[config.mk]
export PLATFORM = sky130hd
export DESIGN_NAME = ifetch_unit
export DESIGN_NICKNAME = d
export VERILOG_FILES = /design/src/rtl/ifetch_pkg.sv /design/src/rtl/ifetch_unit_fetch_buf.sv /design/src/rtl/ifetch_unit.sv
export SDC_FILE = /design/constraint.sdc
export NUM_CORES = 1
export LEC_CHECK = 0
export BUFFER_PORTS_ARGS = -buffer_cell sky130_fd_sc_hd__buf_2
export CAP_MARGIN = 30
export CORE_UTILIZATION = 25
export DETAILED_ROUTE_END_ITERATION = 16
export PLACE_DENSITY_LB_ADDON = 0.25
export SYNTH_ARGS = -nofsm -noshare
export SYNTH_HDL_FRONTEND = slang
export SYNTH_SLANG_ARGS = --single-unit
[constraint.sdc]
create_clock -name clk -period 6.2 [get_ports clk]
set_input_delay 0.31 -clock clk [delete_from_list [all_inputs] [get_ports clk]]
set_output_delay 0.31 -clock clk [all_outputs]
set_load 0.005 [all_outputs]
[src/rtl/ifetch_pkg.sv]
// Shared fetch definitions: reset PC default, NOP encoding
// and the {pc, inst} layout of a prefetch buffer entry.
package ifetch_pkg;

    localparam logic [31:0] RESET_PC_DEF = 32'h0000_0000;
    localparam logic [31:0] INST_NOP     = 32'h0000_0013;

    localparam int PC_HI   = 63;
    localparam int PC_LO   = 32;
    localparam int INST_HI = 31;
    localparam int INST_LO = 0;

    typedef struct packed {
        logic [31:0] pc;
        logic [31:0] inst;
    } fetch_entry_t;

    function automatic logic [63:0] pack_entry(
        input logic [31:0] pc,
        input logic [31:0] inst
    );
        fetch_entry_t e;
        e.pc   = pc;
        e.inst = inst;
        return e;
    endfunction

endpackage

[src/rtl/ifetch_unit_fetch_buf.sv]
// Small synchronous FIFO holding fetched {pc, inst} entries.
// Flush clears it and overrides push and pop.
module fetch_buf
    import ifetch_pkg::*;
#(
    parameter int DEP = 2
) (
    input  logic                    clk,
    input  logic                    rst,
    input  logic                    push,
    input  logic                    pop,
    input  logic                    flush,
    input  logic [63:0]             wdata,
    output logic [$clog2(DEP):0]    count,
    output logic                    full,
    output logic                    empty,
    output logic [63:0]             head
);

    localparam int PW = (DEP > 1) ? $clog2(DEP) : 1;
    localparam logic [PW:0] DEP_C = (PW + 1)'(DEP);

    logic [63:0] mem_q [DEP];
    logic [63:0] mem_d [DEP];
    logic [PW-1:0] wr_q, wr_d;
    logic [PW-1:0] rd_q, rd_d;
    logic [PW:0] cnt_q, cnt_d;
    logic do_push, do_pop;

    assign do_push = push & ~flush;
    assign do_pop  = pop & ~flush & (cnt_q != '0);

    // Next-state for pointers, count and storage.
    always_comb begin
        mem_d = mem_q;
        wr_d  = wr_q;
        rd_d  = rd_q;
        cnt_d = cnt_q;
        if (flush) begin
            wr_d  = '0;
            rd_d  = '0;
            cnt_d = '0;
        end else begin
            if (do_push) begin
                mem_d[wr_q] = wdata;
                wr_d = wr_q + PW'(1);
            end
            if (do_pop) begin
                rd_d = rd_q + PW'(1);
            end
            case ({do_push, do_pop})
                2'b10:   cnt_d = cnt_q + (PW + 1)'(1);
                2'b01:   cnt_d = cnt_q - (PW + 1)'(1);
                default: cnt_d = cnt_q;
            endcase
        end
    end

    // Buffer state registers.
    always_ff @(posedge clk or posedge rst) begin
        if (rst) begin
            for (int i = 0; i < DEP; i++) begin
                mem_q[i] <= '0;
            end
            wr_q  <= '0;
            rd_q  <= '0;
            cnt_q <= '0;
        end else begin
            mem_q <= mem_d;
            wr_q  <= wr_d;
            rd_q  <= rd_d;
            cnt_q <= cnt_d;
        end
    end

    assign count = cnt_q;
    assign full  = (cnt_q == DEP_C);
    assign empty = (cnt_q == '0);
    assign head  = empty ? 64'd0 : mem_q[rd_q];

endmodule

[src/rtl/ifetch_unit.sv]
// Instruction fetch: owns the PC, addresses program memory,
// buffers fetched words and hands {pc, inst} to decode.
module ifetch_unit
    import ifetch_pkg::*;
#(
    parameter int          ADDR_WID = 30,
    parameter logic [31:0] RESET_PC = RESET_PC_DEF,
    parameter int          BUF_DEP  = 2
) (
    input  logic                clk,
    input  logic                rst,
    output logic [ADDR_WID-1:0] imem_addr,
    input  logic [31:0]         imem_rdata,
    output logic                if_valid,
    input  logic                if_ready,
    output logic [31:0]         if_inst,
    output logic [31:0]         if_pc,
    input  logic                redir_valid,
    input  logic [31:0]         redir_target,
    output logic                misalign_err
);

    logic [31:0] pc_q, pc_d;
    logic        misalign_q, misalign_d;
    logic        push, pop;
    logic        buf_full, buf_empty;
    logic [$clog2(BUF_DEP):0] buf_count;
    logic [63:0] head;

    assign pop  = if_valid & if_ready;
    assign push = ~redir_valid & (~buf_full | pop);

    fetch_buf #(
        .DEP   (BUF_DEP)
    ) u_buf (
        .clk   (clk),
        .rst   (rst),
        .push  (push),
        .pop   (pop),
        .flush (redir_valid),
        .wdata (pack_entry(pc_q, imem_rdata)),
        .count (buf_count),
        .full  (buf_full),
        .empty (buf_empty),
        .head  (head)
    );

    // PC update: redirect wins, otherwise advance on each push.
    always_comb begin
        pc_d       = pc_q;
        misalign_d = 1'b0;
        if (redir_valid) begin
            pc_d       = {redir_target[31:2], 2'b00};
            misalign_d = |redir_target[1:0];
        end else if (push) begin
            pc_d = pc_q + 32'd4;
        end
    end

    // PC and misalignment pulse registers.
    always_ff @(posedge clk or posedge rst) begin
        if (rst) begin
            pc_q       <= RESET_PC;
            misalign_q <= 1'b0;
        end else begin
            pc_q       <= pc_d;
            misalign_q <= misalign_d;
        end
    end

    assign imem_addr    = pc_q[ADDR_WID+1:2];
    assign if_valid     = ~buf_empty;
    assign if_pc        = head[PC_HI:PC_LO];
    assign if_inst      = head[INST_HI:INST_LO];
    assign misalign_err = misalign_q;

endmodule

Word level (Yosys, flattened, before mapping)
Cells that the tools add are included.
Word-level totals
  word-level logic and storage cells: 54
  bits in registers: 165
  bits of input ports: 68
  output and inout bits: 96
Cells by class
  magnitude comparators: 3
  multiplexer cells: 16
  $add $sub $neg: 5
  bitwise logic cells: 11
  equality and inequality tests: 3
  reductions and logical operators: 9
Operators with widths (count)
  $mux 64: 5
  $bwmux 128: 1
  $demux 64 s1: 1
  $mux 32: 2
  $add 32x3->32 const B: 1
  $reduce_bool 2->1: 4
  $and 1x1->1: 5
  $mux 1: 5
  $eq 2x2->1 const B: 2
  $ge 2x2->1 const B: 2
  $not 1->2: 2
  $pmux 2 s2: 1
  $not 1->1: 3
  $reduce_bool 3->1: 1
  $add 1x1->1 const B: 2
  $add 2x1->2 const B: 1
  $eq 2x1->1 const B: 1
  $logic_not 2->1: 1
  $lt 2x1->1 const B: 1
  $mux 2: 1
  $reduce_and 2->1: 1
  $reduce_or 2->1: 1
  $sub 2x1->2 const B: 1
  $logic_and 1x1->1: 1
  $or 1x1->1: 1

Longest topological paths before layout
Gate-level depths: netlist of the first run.
  depth after elaboration: 9
  depth in mapped cells: 8
  mapped depth without buffers: 6

By module
A second synthesis of the first run with hierarchy kept.
Unflattened totals
  cell total of the unflattened synthesis: 655
  area, all modules: 8154.1 sq um
Modules (own cells, without submodules)
  fetch_buf: instances 1, cells an instance 433, sequential area each 3303.2 sq um, area an instance 6251.0 sq um
  ifetch_unit: instances 1, cells an instance 222, sequential area each 775.7 sq um, area an instance 1903.1 sq um

Worst setup path after synthesis of the first run
OpenSTA, ideal clock, no wires.
  kind: reg-to-reg
  from: register u_buf.cnt_q[0] (netlist: u_buf.count[0])
  to: register u_buf.mem_q[0] (netlist bit)
  path slack: 4052 ps
  clock period less this slack: 2148 ps
  library setup time: 125 ps
  buffers on the path: 2
  data required time: 6075 ps
  stages on the path, launching flop included: 9
  arrival: 2024 ps
  cell sequence: dfrtp_1 -> inv_1 -> ha_1 -> nand2b_1 -> nand2_1 -> and3_1 -> clkbuf_1 -> buf_1 -> mux2_2
Between the ends
  cells in the longest elaborated chain, start to end: 7
  elaborated cells on any way between the ends: 9
  classes of those cells: eq/ne: 1; bitwise: 6; reduce/logical: 2
Ends and longest elaborated chain
  from (decl): line ifetch_unit_fetch_buf.sv:27  | logic [PW:0] cnt_q, cnt_d;
  from (signal assigned): line ifetch_unit_fetch_buf.sv:72  | cnt_q <= cnt_d;
  $logic_not 2->1: line ifetch_unit_fetch_buf.sv:78  | assign empty = (cnt_q == '0);
  $not 1->1: line ifetch_unit.sv:72  | assign if_valid = ~buf_empty;
  $and 1x1->1: line ifetch_unit.sv:30  | assign pop = if_valid & if_ready;
  $or 1x1->1 *: line ifetch_unit.sv:31  | assign push = ~redir_valid & (~buf_full | pop);
  $and 1x1->1 *: line ifetch_unit.sv:31
  $and 1x1->1 *: line ifetch_unit_fetch_buf.sv:30  | assign do_push = push & ~flush;
  $reduce_and 2->1 (no source line) *
  to (signal assigned): line ifetch_unit_fetch_buf.sv:69  | mem_q <= mem_d;
  to (decl): line ifetch_unit_fetch_buf.sv:23  | logic [63:0] mem_q [DEP];
Mark *: on every way between the ends. The rest lies on a longest branch, timed or not.
A chain may end at the register's enable or synchronous reset.

Worst setup path in the final report of the first run
  from: register u_buf.cnt_q[0] (netlist: u_buf.count[0])
  to: register u_buf.mem_q[72] (netlist bit)
Same word-level chain as after synthesis.

==> summary.txt, run 1 <==
STA
  • Fin. Hold Viols: 0
  • Fin crit period: roughly 3100 ps
  • Final setup TNS: 0 ps
  • Slew @ Worst Pin: between 800 and 900 ps
  • Final slew viol count: 0
  • RSZ-0062 raised after global routing: false
  • Final setup violation count: 0
  • Peak Freq: between 0.3 and 0.4 GHz
  • Skew final: 16.4 ps
  • Tcrit/Tclk final: 0.508
  • Worst slew margin: 0.402

Critical path
  • FF-to-FF Start: u_buf.count[0]$_DFFE_PP0P_
  • CP Launch Type: register
  • Worst Path Required: 6510 ps
  • Critical R2R Capture: u_buf.mem_q[72]$_DFFE_PP0P_
  • Path type of the worst setup path: register to register
  • Slowest cell on the critical path: a211oi_4
  • Reg2reg path depth: 6
  • R2R Setup Slk: 3050 ps
  • Worst Path Arrival: roughly 3500 ps
  • Setup crit end kind: register
  • CP max stage delay: 880 ps
  • Crit-path cells: inv_1 > ha_4 > nand2b_1 > a211oi_4 > buf_12 > mux2_2
  • Crit-path max FO: 65

Layout
  • Area grow syn2layout: 23.8%
  • Cell Count, Final, Fillers Out: 1176
  • Fraction of layout cells with a size suffix above 1: 0.417
  • Antenna Cells: 0
  • Most frequent cells in the layout: 161 x buf_2, 158 x dfrtp_1, 124 x mux2_2
  • Final instance area: 9290 sq um
  • Fillers: slightly above 3000
  • Layout Nets: 844
  • Most common cell after layout, fill and taps aside: buf_2
  • Post-layout util: 0.314

CTS
  • H-tree Lvls: 4
  • CTS root buffer: clkbuf_16
  • Num Clock Sinks: 159
  • Clock buffer depth: 2
  • Post-CTS Hold Buffers: 0
  • CTS resizes: 0
  • Clock Latency Late Sink: 430 ps
  • CTS tree: built
  • Num CTS Buffers: 17
  • Setup Fix Bufs, Post-CTS: 0
  • Worst-path clk slew: 70 ps

Floorplan
  • DIE AREA: 30700 sq um
  • I/O Pins: 164
  • Die H: between 150 and 200 um
  • Initial core utilization: 0.254
  • Row cnt: 63
  • Die Span X: 175 um
  • Core Box Area: 29600 sq um

Synthesis
  • Mapped Area: 7500 sq um
  • Simple logic cell fraction of the synthesized area: 0.0954
  • Yosys warning count: 0
  • Cell count after synthesis: 632
  • Cell taking the most area after synthesis: dfrtp_1
  • Mean Syn Cell Area: 11.9 sq um
  • Largest family of logic cells by synthesized area: multiplexers
  • Synth unique cells: 40
  • Adder-cell area share of the yosys netlist: 0.00500
  • Post-synthesis sequential area ratio: 0.530
  • Multiplexer area fraction after synthesis: 0.270
  • Synth Register Bits: 159
  • Compound-Gate Fraction of Synth Area: 0.0552
  • Synth top area cells: dfrtp_1 53%, mux2_2 19%, mux2i_1 8.4%
  • Top cell type's share of synthesized area: 0.530
  • XOR/XNOR Fraction of Synth Area: 0.0140

Global route
  • Initial antenna violation count: 0
  • Largest net degree at the start of global routing: 94
  • Grt ovf: 0
  • Total GRT Usage: 0.136
  • Vias in the first global route: 5375
  • First-pass GRT wire length: 31900 um

Pwr
  • Clock power frac: 0.241
  • Pwr dens: 467 nW/um^2
  • Share of power burned in registers: 0.406
  • Switch Pwr: about 1.5 mW
  • Comb pwr share: 0.353
  • Total power: 4.33 mW
  • Internal Power: 2.87 mW
  • Worst vdd ir: ~0.22 mV
  • Leakage power figure: 3.93 nW
  • Switching share of power: 0.337

Placement
  • Post-Place Cells: approximately 1100
  • Hpwl dp: ~13000 um
  • Routability cong.: 0.710
  • Placed Area: between 8000 and 9000 sq um
  • Buffers on Ports: 161

Flow run
  • Max cap viols: 0

Drt
  • Drt initial violations: 228
  • Vias: around 5400
  • Drt drc: 0
  • WL/cell: 16.9 um
  • Drt first pass iters: 4
  • Vias per cell: 4.55
  • Final ANT Viol Nets: 0
  • WL final: around 20000 um

Status
  • Outcome: completed

Min path
  • Worst hold path type: input port to asynchronous set/reset pin
sequential cells by signal, summed over array words and instances, names as in the netlist:
signal and count:
u_buf.wr_q 1, u_buf.mem_q 124, u_buf.rd_q 1, u_buf.count 2, pc_q 30, misalign_err 1
area by class of cell:
cell class | count | area [sq um] | area share
flip-flops and latches | 159 | 3980 | 0.429
multi-input cells | 422 | 3340 | 0.359
repair buffers | 165 | 868 | 0.0935
well taps | 390 | 488 | 0.0525
clock buffers | 17 | 425 | 0.0458
clock inverters | 15 | 150 | 0.0162
inverters | 8 | 35.0 | 0.00377
worst max path at each step:
stage	startpoint	cells past startpoint	slack, ps	end
after global placement	u_buf.count[0]$_DFFE_PP0P_	6	3030	u_buf.mem_q[73]$_DFFE_PP0P_
final	u_buf.count[0]$_DFFE_PP0P_	6	3050	u_buf.mem_q[72]$_DFFE_PP0P_
after detailed placement	u_buf.count[0]$_DFFE_PP0P_	6	3000	u_buf.mem_q[79]$_DFFE_PP0P_
after global routing	u_buf.count[0]$_DFFE_PP0P_	7	2810	u_buf.mem_q[21]$_DFFE_PP0P_
after floorplan	rst	1	1600	misalign_err$_DFF_PP0_
after CTS	u_buf.count[0]$_DFFE_PP0P_	6	2980	u_buf.mem_q[79]$_DFFE_PP0P_
power groups by stage:
stage	logic [mW]	registers (mW)	clock network, mW
6_report	1.53	1.76	1.04
4_1_cts	1.57	1.76	1.08
3_5_place_dp	1.57	1.79	0
5_1_grt	1.71	1.83	1.13
3_3_place_gp	1.54	1.78	0
2_1_floorplan	1.09	1.67	0
synth_stat cells:
cell / instances
ha_1: 3
or3_1: 6
nor2b_1: 1
a211o_1: 5
buf_1: 5
a221o_1: 1
a21oi_1: 2
clkbuf_1: 29
a31oi_1: 16
o311a_1: 1
mux2_2: 124
o31a_1: 1
a211oi_1: 4
inv_1: 7
nor3_1: 2
or4_4: 1
a2111oi_0: 1
o211ai_1: 1
nand3_1: 10
dfrtp_1: 159
o31ai_1: 11
a21boi_0: 1
nor2_1: 85
and4_1: 2
o21ai_0: 16
xor2_1: 1
o21a_1: 1
conb_1: 1
or4_1: 12
nand2_1: 23
buf_6: 1
nand4_1: 10
nand2b_1: 2
inv_2: 1
and3_1: 2
mux2i_1: 63
buf_2: 7
a21o_1: 1
buf_4: 2
xnor2_1: 11
critical path, delay by kind of cell (launching register included):
family	cells	cell delay, ps
adder cells (fa/ha/maj)	1	390
flip-flops	1	370
buffers and inverters	2	460
AND/OR/NAND/NOR	1	490
AO/OA/AOI/OAI	1	880
multiplexers	1	380
per-layer routing:
layer / vias up / track usage / routed length [um] / part of all wire
li1: 2533 / - / - / -
met1: 2674 / 0.194 / 9910 / 0.50
met2: 134 / 0.206 / 8950 / 0.45
met3: 9 / 0.0268 / 850 / 0.043
met4: 0 / 0.0384 / 127 / 0.0064
met5: - / 0 / 0 / 0
kinds of logic (layout without fill, tap and decap cells):
kind of cell / after synthesis / count (layout)
xor+xnor: 12 / 12
simple gates: 156 / 156
flops: 159 / 159
mux: 187 / 187
other cells: 1 / 2
compound gates: 62 / 62
fa+ha+maj: 3 / 3
buf+inv: 52 / 205
metrics by stage:
step | worst slack [ps] | hold slack [ps]
final | 3050 | 61.4
after global routing | 2810 | 102
after detailed placement | 3000 | 494
after global placement | 3030 | 488
after CTS | 2980 | 74.7
after floorplan | 1600 | 430
No activity file was read; power rests on OpenSTA's default activity.
==> run 2, diff against run 1 <==
==> constraint.sdc (replaced) <==
create_clock -name clk -period 2.9 [get_ports clk]
set_input_delay 0.145 -clock clk [delete_from_list [all_inputs] [get_ports clk]]
set_output_delay 0.145 -clock clk [all_outputs]
set_load 0.005 [all_outputs]
==> summary.txt, run 2 (synthesized netlist as in run 1, its figures left out) <==
Status
  • Outcome: completed (unchanged)

STA
  • Tcrit/Tclk final: 0.764
  • Peak Freq: 0.451 GHz
  • Final slew viol count: 0 (unchanged)
  • RSZ-0062 raised after global routing: false (unchanged)
  • WHS: 47.6 ps (was 61.4 ps)
  • Final setup TNS: 0 ps (unchanged)
  • Fin crit period: 2220 ps
  • Slew @ Worst Pin: 833 ps (was 894 ps)
  • Worst slew margin: 0.445 (was 0.402)
  • Skew final: 14.2 ps (was 16.4 ps)
  • Fin. Hold Viols: 0 (unchanged)
  • Final setup violation count: 0 (unchanged)

Layout
  • Most frequent cells in the layout: 161 x buf_2, 158 x dfrtp_1, 124 x mux2_2 (unchanged)
  • Layout Nets: 918 (was 844)
  • Area grow syn2layout: 33.8% (was 23.8%)
  • Max FFs per register: 124 (unchanged)
  • Fillers: 2987 (was 3092)
  • Fraction of layout cells with a size suffix above 1: 0.393 (was 0.417)
  • Most common cell after layout, fill and taps aside: buf_2 (unchanged)
  • Biggest register: u_buf.mem_q (unchanged)
  • Cell Count, Final, Fillers Out: 1251 (was 1176)

Pwr
  • Leakage power figure: 4.27 nW (was 3.93 nW)
  • Clock power frac: 0.242 (was 0.241)
  • Worst vdd ir: 0.391 mV (was 0.223 mV)
  • Pwr dens: 937 nW/um^2 (was 467 nW/um^2)
  • Share of power burned in registers: 0.397 (was 0.406)
  • Switch Pwr: 3.16 mW (was 1.46 mW)
  • Switching share of power: 0.336 (was 0.337)
  • Comb pwr share: 0.361 (was 0.353)
  • Internal Power: 6.25 mW (was 2.87 mW)

CTS
  • Worst-path clk slew: 80 ps (was 70 ps)
  • Num Clock Sinks: 159 (unchanged)
  • Post-CTS Hold Buffers: 64 (was 0)
  • Clock Latency Late Sink: 430 ps (about the same)
  • CTS resizes: 0 (unchanged)
  • Setup Fix Bufs, Post-CTS: 0 (unchanged)
  • Num CTS Buffers: 17 (unchanged)
  • Clock buffer depth: 2 (unchanged)
  • CTS root buffer: clkbuf_16 (unchanged)
  • CTS tree: built (unchanged)
  • H-tree Lvls: 4 (unchanged)

Critical path
  • Worst Path Required: 2760 ps (was 6510 ps)
  • FF-to-FF Start: u_buf.count[0]$_DFFE_PP0P_ (unchanged)
  • Path type of the worst setup path: register to primary output (was register to register)
  • Reg2reg path depth: 7 (was 6)
  • Crit-path max FO: 64 (was 65)
  • CP Launch Type: register (unchanged)
  • R2R Setup Slk: 690 ps (was 3050 ps)
  • Worst Path Arrival: 2070 ps (was 3460 ps)
  • Setup crit end kind: primary output (was register)
  • Worst Setup EP: if_inst[30] (was u_buf.mem_q[72]$_DFFE_PP0P_)
  • Critical R2R Capture: u_buf.mem_q[14]$_DFFE_PP0P_ (was u_buf.mem_q[72]$_DFFE_PP0P_)
  • Worst setup startpoint: u_buf.count[0]$_DFFE_PP0P_ (unchanged)

Global route
  • Vias in the first global route: 5577 (was 5375)
  • Grt ovf: 0 (unchanged)
  • Largest net degree at the start of global routing: 80 (was 94)
  • Total GRT Usage: 0.135 (was 0.136)
  • First-pass GRT wire length: 32000 um (was 31900 um)
  • Initial antenna violation count: 1 (was 0)

Drt
  • WL final: 20300 um (was 19800 um)
  • Final ANT Viol Nets: 0 (unchanged)
  • Vias per cell: 4.47 (was 4.55)
  • WL/cell: 16.2 um (was 16.9 um)
  • Drt first pass iters: 4 (unchanged)
  • Vias: 5591 (was 5350)
  • Drt initial violations: 197 (was 228)
  • Drt drc: 0 (unchanged)

Floorplan
  • Core Box Area: 29600 sq um (unchanged)
  • Row cnt: 63 (unchanged)
  • Initial core utilization: 0.254 (unchanged)
  • Die H: 175 um (unchanged)
  • I/O Pins: 164 (unchanged)
  • Die Span X: 175 um (unchanged)
  • DIE AREA: 30700 sq um (unchanged)

Placement
  • Buffers on Ports: 161 (unchanged)
  • Routability cong.: 0.723 (was 0.710)
  • Post-Place Cells: 1154 (was 1144)
  • Hpwl dp: 12900 um (about the same)

Min path
  • Worst hold path type: input port to register (was input port to asynchronous set/reset pin)

Flow run
  • Max cap viols: 0 (unchanged)
run 2: cell count changes in the layout (fill, tap and decap cells not counted), moves of 2 or more:
cell,change
buf_12,+3
buf_4,+7
clkinvlp_4,-2
dlygate4sd3_1,+64
run 2: how the worst min path moves through the flow:
| stage | from | endpoint | slack [ps] | cells after the start |
|---|---|---|---|---|
| finish | redir_target[24] | pc_q[24]$_DFFE_PP0P_ | 50 | 3 |
| global route | redir_target[24] | pc_q[24]$_DFFE_PP0P_ | 40 | 3 |
| CTS | redir_target[24] | pc_q[24]$_DFFE_PP0P_ | 20 | 3 |
| detailed placement | rst | u_buf.mem_q[29]$_DFFE_PP0P_ | 220 | 2 |
| global placement | rst | u_buf.mem_q[29]$_DFFE_PP0P_ | 230 | 2 |
| floorplan | redir_target[14] | pc_q[14]$_DFFE_PP0P_ | 260 | 2 |
run 2: layout make-up:
type,count,area (sq um),share of cell area
multi-input combinational,422,3330,0.331
sequential,159,3980,0.397
timing repair buffer,239,1620,0.162
clock buffer,18,439,0.0437
clock inverter,14,145,0.0145
antenna,1,2.50,0.000249
inverter,8,33.8,0.00336
tap,390,488,0.0486
run 2: worst max-delay path, cell delays in order, from the launching register on:
cell     delay [ps]
dfrtp_1         390
inv_1            80
ha_2            170
buf_4           650
nor2_1          150
buf_2           170
run 2: per-stage QoR:
| stage | total power, mW | setup WS (ps) | cell area (sq um) | utilization |
|---|---|---|---|---|
| detailed placement | 7.19 | 679 | 8810 | 0.298 |
| CTS | 9.57 | 569 | 10000 | 0.340 |
| finish | 9.40 | 683 | 10000 | 0.340 |
| floorplan | 5.90 | 740 | 7510 | - |
| global placement | 7.10 | 501 | 8780 | 0.297 |
| global route | 10.1 | 516 | 10000 | 0.340 |
run 2: per-layer routing:
| metal | GRT usage | vias up | part of all wire |
|---|---|---|---|
| li1 | - | 2687 | - |
| met2 | 0.208 | 135 | 0.45 |
| met5 | 0 | - | 0 |
| met4 | 0.0362 | 0 | 0.012 |
| met3 | 0.0276 | 13 | 0.043 |
| met1 | 0.191 | 2756 | 0.49 |
run 2: power groups by stage:
| stage | combinational [mW] | clock, mW | sequential [mW] |
|---|---|---|---|
| 2_1_floorplan | 2.33 | 0 | 3.58 |
| 3_3_place_gp | 3.34 | 0 | 3.77 |
| 3_5_place_dp | 3.40 | 0 | 3.79 |
| 4_1_cts | 3.48 | 2.35 | 3.74 |
| 5_1_grt | 3.76 | 2.44 | 3.88 |
| 6_report | 3.39 | 2.28 | 3.74 |
==> run 3, diff against run 2 <==
--- a/config.mk
+++ b/config.mk
@@ -5,6 +5,7 @@
 export SDC_FILE = /design/constraint.sdc
 export NUM_CORES = 1
 export LEC_CHECK = 0
+export ABC_AREA = 1
 export BUFFER_PORTS_ARGS = -buffer_cell sky130_fd_sc_hd__buf_2
 export CAP_MARGIN = 30
 export CORE_UTILIZATION = 25
==> constraint.sdc (replaced) <==
create_clock -name clk -period 2.2 [get_ports clk]
set_input_delay 0.11 -clock clk [delete_from_list [all_inputs] [get_ports clk]]
set_output_delay 0.11 -clock clk [all_outputs]
set_load 0.005 [all_outputs]
==> summary.txt, run 3 <==
CTS
  • Clock buffer depth: 2 (unchanged)
  • Num Clock Sinks: 159 (unchanged)
  • Clock Latency Late Sink: 430 ps (about the same)
  • CTS tree: built (unchanged)
  • Num CTS Buffers: 17 (unchanged)
  • CTS root buffer: clkbuf_16 (unchanged)
  • H-tree Lvls: 4 (unchanged)
  • Worst-path clk slew: 70 ps (was 80 ps)

STA
  • Slew @ Worst Pin: 560 ps (was 833 ps)
  • Final setup violation count: 0 (unchanged)
  • Peak Freq: 0.489 GHz
  • Worst slew margin: 0.626 (was 0.445)
  • Tcrit/Tclk final: 0.929
  • Final slew viol count: 0 (unchanged)
  • Fin. Hold Viols: 0 (unchanged)
  • Fin crit period: 2040 ps
  • Final setup TNS: 0 ps (unchanged)
  • Final worst setup slack: 157 ps (was 683 ps)
  • Skew final: 10.5 ps (was 14.2 ps)
  • WHS: 28.5 ps (was 47.6 ps)
  • RSZ-0062 raised after global routing: false (unchanged)

Critical path
  • Crit-path max FO: 32 (was 64)
  • Slowest cell on the critical path: dfrtp_1 (was buf_4)
  • Setup crit end kind: primary output (unchanged)
  • CP bufs+invs: 4 (was 3)
  • Crit-path cells: inv_1 > ha_1 > inv_2 > buf_12 > o21ai_0 > nor2_1 > buf_2 (was inv_1 > ha_2 > buf_4 > nor2_1 > buf_2)
  • Worst Path Arrival: 1930 ps (was 2070 ps)
  • CP Launch Type: register (unchanged)
  • R2R Setup Slk: 250 ps (was 690 ps)
  • CP max stage delay: 320 ps (was 650 ps)
  • Worst Path Required: 2090 ps (was 2760 ps)
  • Path type of the worst setup path: register to primary output (unchanged)
  • Crit-path leading delay family: buffers and inverters (unchanged)

Floorplan
  • I/O Pins: 164 (unchanged)
  • Core Box Area: 30600 sq um (was 29600 sq um)
  • Initial core utilization: 0.254 (about the same)
  • Die H: 178 um (was 175 um)
  • DIE AREA: 31800 sq um (was 30700 sq um)
  • Die Span X: 178 um (was 175 um)
  • Row cnt: 64 (was 63)

Placement
  • Pre-CTS setup slack: 125 ps (was 679 ps)
  • Buffers on Ports: 161 (unchanged)
  • Post-Place Cells: 1538 (was 1154)
  • Hpwl dp: 16300 um (was 12900 um)
  • Routability cong.: 0.920 (was 0.723)

Global route
  • Largest net degree at the start of global routing: 79 (was 80)
  • First-pass GRT wire length: 38500 um (was 32000 um)
  • Grt ovf: 0 (unchanged)
  • Total GRT Usage: 0.159 (was 0.135)
  • Vias in the first global route: 7011 (was 5577)
  • Initial antenna violation count: 0 (was 1)

Pwr
  • Share of power burned in registers: 0.392 (was 0.397)
  • Clock power frac: 0.240 (was 0.242)
  • Comb pwr share: 0.368 (was 0.361)
  • Switching share of power: 0.389 (was 0.336)
  • Leakage power figure: 5.21 nW (was 4.27 nW)
  • Switch Pwr: 4.80 mW (was 3.16 mW)
  • Worst vdd ir: 0.544 mV (was 0.391 mV)
  • Internal Power: 7.55 mW (was 6.25 mW)
  • Pwr dens: 1200 nW/um^2 (was 937 nW/um^2)

Status
  • Outcome: completed (unchanged)

Drt
  • Drt first pass iters: 5 (was 4)
  • Vias per cell: 4.46 (was 4.47)
  • Drt initial violations: 522 (was 197)
  • Drt drc: 0 (unchanged)
  • Final ANT Viol Nets: 0 (unchanged)
  • WL final: 24500 um (was 20300 um)
  • WL/cell: 15.0 um (was 16.2 um)
  • Vias: 7308 (was 5591)

Synthesis
  • Synth top area cells: dfrtp_1 51%, nand2_1 12%, nor2_1 8.6% (was dfrtp_1 53%, mux2_2 19%, mux2i_1 8.4%)
  • Cell count after synthesis: 1017 (was 632)
  • Synth unique cells: 31 (was 40)
  • Most frequent cell after synthesis: nand2_1 (was dfrtp_1)
  • Synth Register Bits: 159 (unchanged)
  • Yosys warning count: 0 (unchanged)
  • Mapped Area: 7770 sq um (was 7500 sq um)
  • Cell taking the most area after synthesis: dfrtp_1 (unchanged)
  • Post-synthesis sequential area ratio: 0.512 (was 0.530)
  • EDFF count, synth: 0 (unchanged)
  • Post-synth top flop: dfrtp_1 (unchanged)
  • Post-synth top cells: 257 x nand2_1, 179 x nor2_1, 159 x dfrtp_1, 108 x o21ai_1, 90 x o21ai_0 (was 159 x dfrtp_1, 124 x mux2_2, 85 x nor2_1, 63 x mux2i_1, 29 x clkbuf_1)
  • Synth async-reset ratio: 1.00 (unchanged)
  • Top cell type's share of synthesized area: 0.512 (was 0.530)
  • Mean Syn Cell Area: 7.64 sq um (was 11.9 sq um)

Layout
  • Fraction of layout cells with a size suffix above 1: 0.184 (was 0.393)
  • Layout Nets: 1299 (was 918)
  • Most common cell after layout, fill and taps aside: nand2_1 (was buf_2)
  • Cell Count, Final, Fillers Out: 1637 (was 1251)
  • Area grow syn2layout: 32.6% (was 33.8%)
  • Max FFs per register: 124 (unchanged)
  • Most frequent cells in the layout: 257 x nand2_1, 179 x nor2_1, 161 x buf_2 (was 161 x buf_2, 158 x dfrtp_1, 124 x mux2_2)
  • Antenna Cells: 0 (was 1)
  • Biggest register: u_buf.mem_q (unchanged)

Flow run
  • Max cap viols: 0 (unchanged)

Min path
  • Worst hold path type: input port to register (unchanged)
-- run 3: cell types whose count changed in the layout (fill, tap and decap cells not counted), moves of 9 or more --
cell and change:
or4_1 -12, nand3_1 +33, o21ai_0 +74, mux2_2 -124, mux2i_1 -63, inv_1 +77
a31oi_1 -15, nand4_1 -9, nand2_1 +234, nor2_1 +94, xnor2_1 -10, o21ai_1 +108
o31ai_1 -11
-- run 3: through the flow --
step	power [mW]	instance area [sq um]	utilization
5_1_grt	13.4	10300	0.337
6_report	12.3	10300	0.337
2_1_floorplan	7.45	7780	-
4_1_cts	12.4	10200	0.335
3_5_place_dp	9.27	9030	0.295
3_3_place_gp	9.19	9030	0.295
-- run 3: worst min-delay path: stages --
cell,delay [ps]
buf_2,80
nand2_1,70
o21ai_0,70
o21bai_1,100
-- run 3: kinds of logic after synthesis --
kind of cell	Yosys count	synth area share
flip-flops	159	0.512
adder cells (fa/ha/maj)	3	0.00483
AO/OA/AOI/OAI	216	0.144
buffers and inverters	142	0.0818
AND/OR/NAND/NOR	487	0.248
XOR/XNOR	9	0.0101
other	1	0.000482
-- run 3: timing repair --
item / 4_1_cts / 5_1_grt
setup endpoints to repair: 62 / 62
hold endpoints to repair: 108 / 0
gates cloned: 0 / 1
setup buffers: 0 / 3
gates resized for setup: 2 / 3
hold buffers: 63 / 0
pin swaps: 0 / 1
-- run 3: area by class of cell --
| type | count | area [sq um] |
|---|---|---|
| Multi-Input combinational cell | 717 | 3180 |
| Tap cell | 396 | 495 |
| Clock buffer | 17 | 425 |
| Fill cell | 3333 | 20300 |
| Sequential cell | 159 | 3980 |
| Inverter | 87 | 333 |
| Timing Repair Buffer | 246 | 1750 |
| Clock inverter | 15 | 150 |
-- run 3: power by group through the flow --
stage | clock network, mW | registers (mW) | logic (mW)
2_1_floorplan | 0 | 4.70 | 2.74
3_3_place_gp | 0 | 4.88 | 4.32
3_5_place_dp | 0 | 4.87 | 4.40
4_1_cts | 3.08 | 4.83 | 4.51
5_1_grt | 3.18 | 5.00 | 5.25
6_report | 2.96 | 4.84 | 4.54
-- run 3: per-layer routing --
| metal | global-route usage | vias up | share of wire |
|---|---|---|---|
| li1 | - | 3661 | - |
| met1 | 0.218 | 3426 | 0.48 |
| met2 | 0.253 | 203 | 0.46 |
| met3 | 0.0279 | 18 | 0.047 |
| met4 | 0.0473 | 0 | 0.013 |
| met5 | 0 | - | 0 |
-- run 3: worst paths after layout --
check / from / to / cells after the start
max in group asynchronous: rst / u_buf.rd_q$_DFFE_PP0P_ / 4
min in group asynchronous: rst / u_buf.mem_q[24]$_DFFE_PP0P_ / 3
min: redir_target[12] / pc_q[12]$_DFFE_PP0P_ / 4
max reg2reg: u_buf.count[0]$_DFFE_PP0P_ / u_buf.mem_q[118]$_DFFE_PP0P_ / 11
max: u_buf.count[0]$_DFFE_PP0P_ / if_pc[18] / 7
min reg2reg: u_buf.mem_q[114]$_DFFE_PP0P_ / u_buf.mem_q[114]$_DFFE_PP0P_ / 2
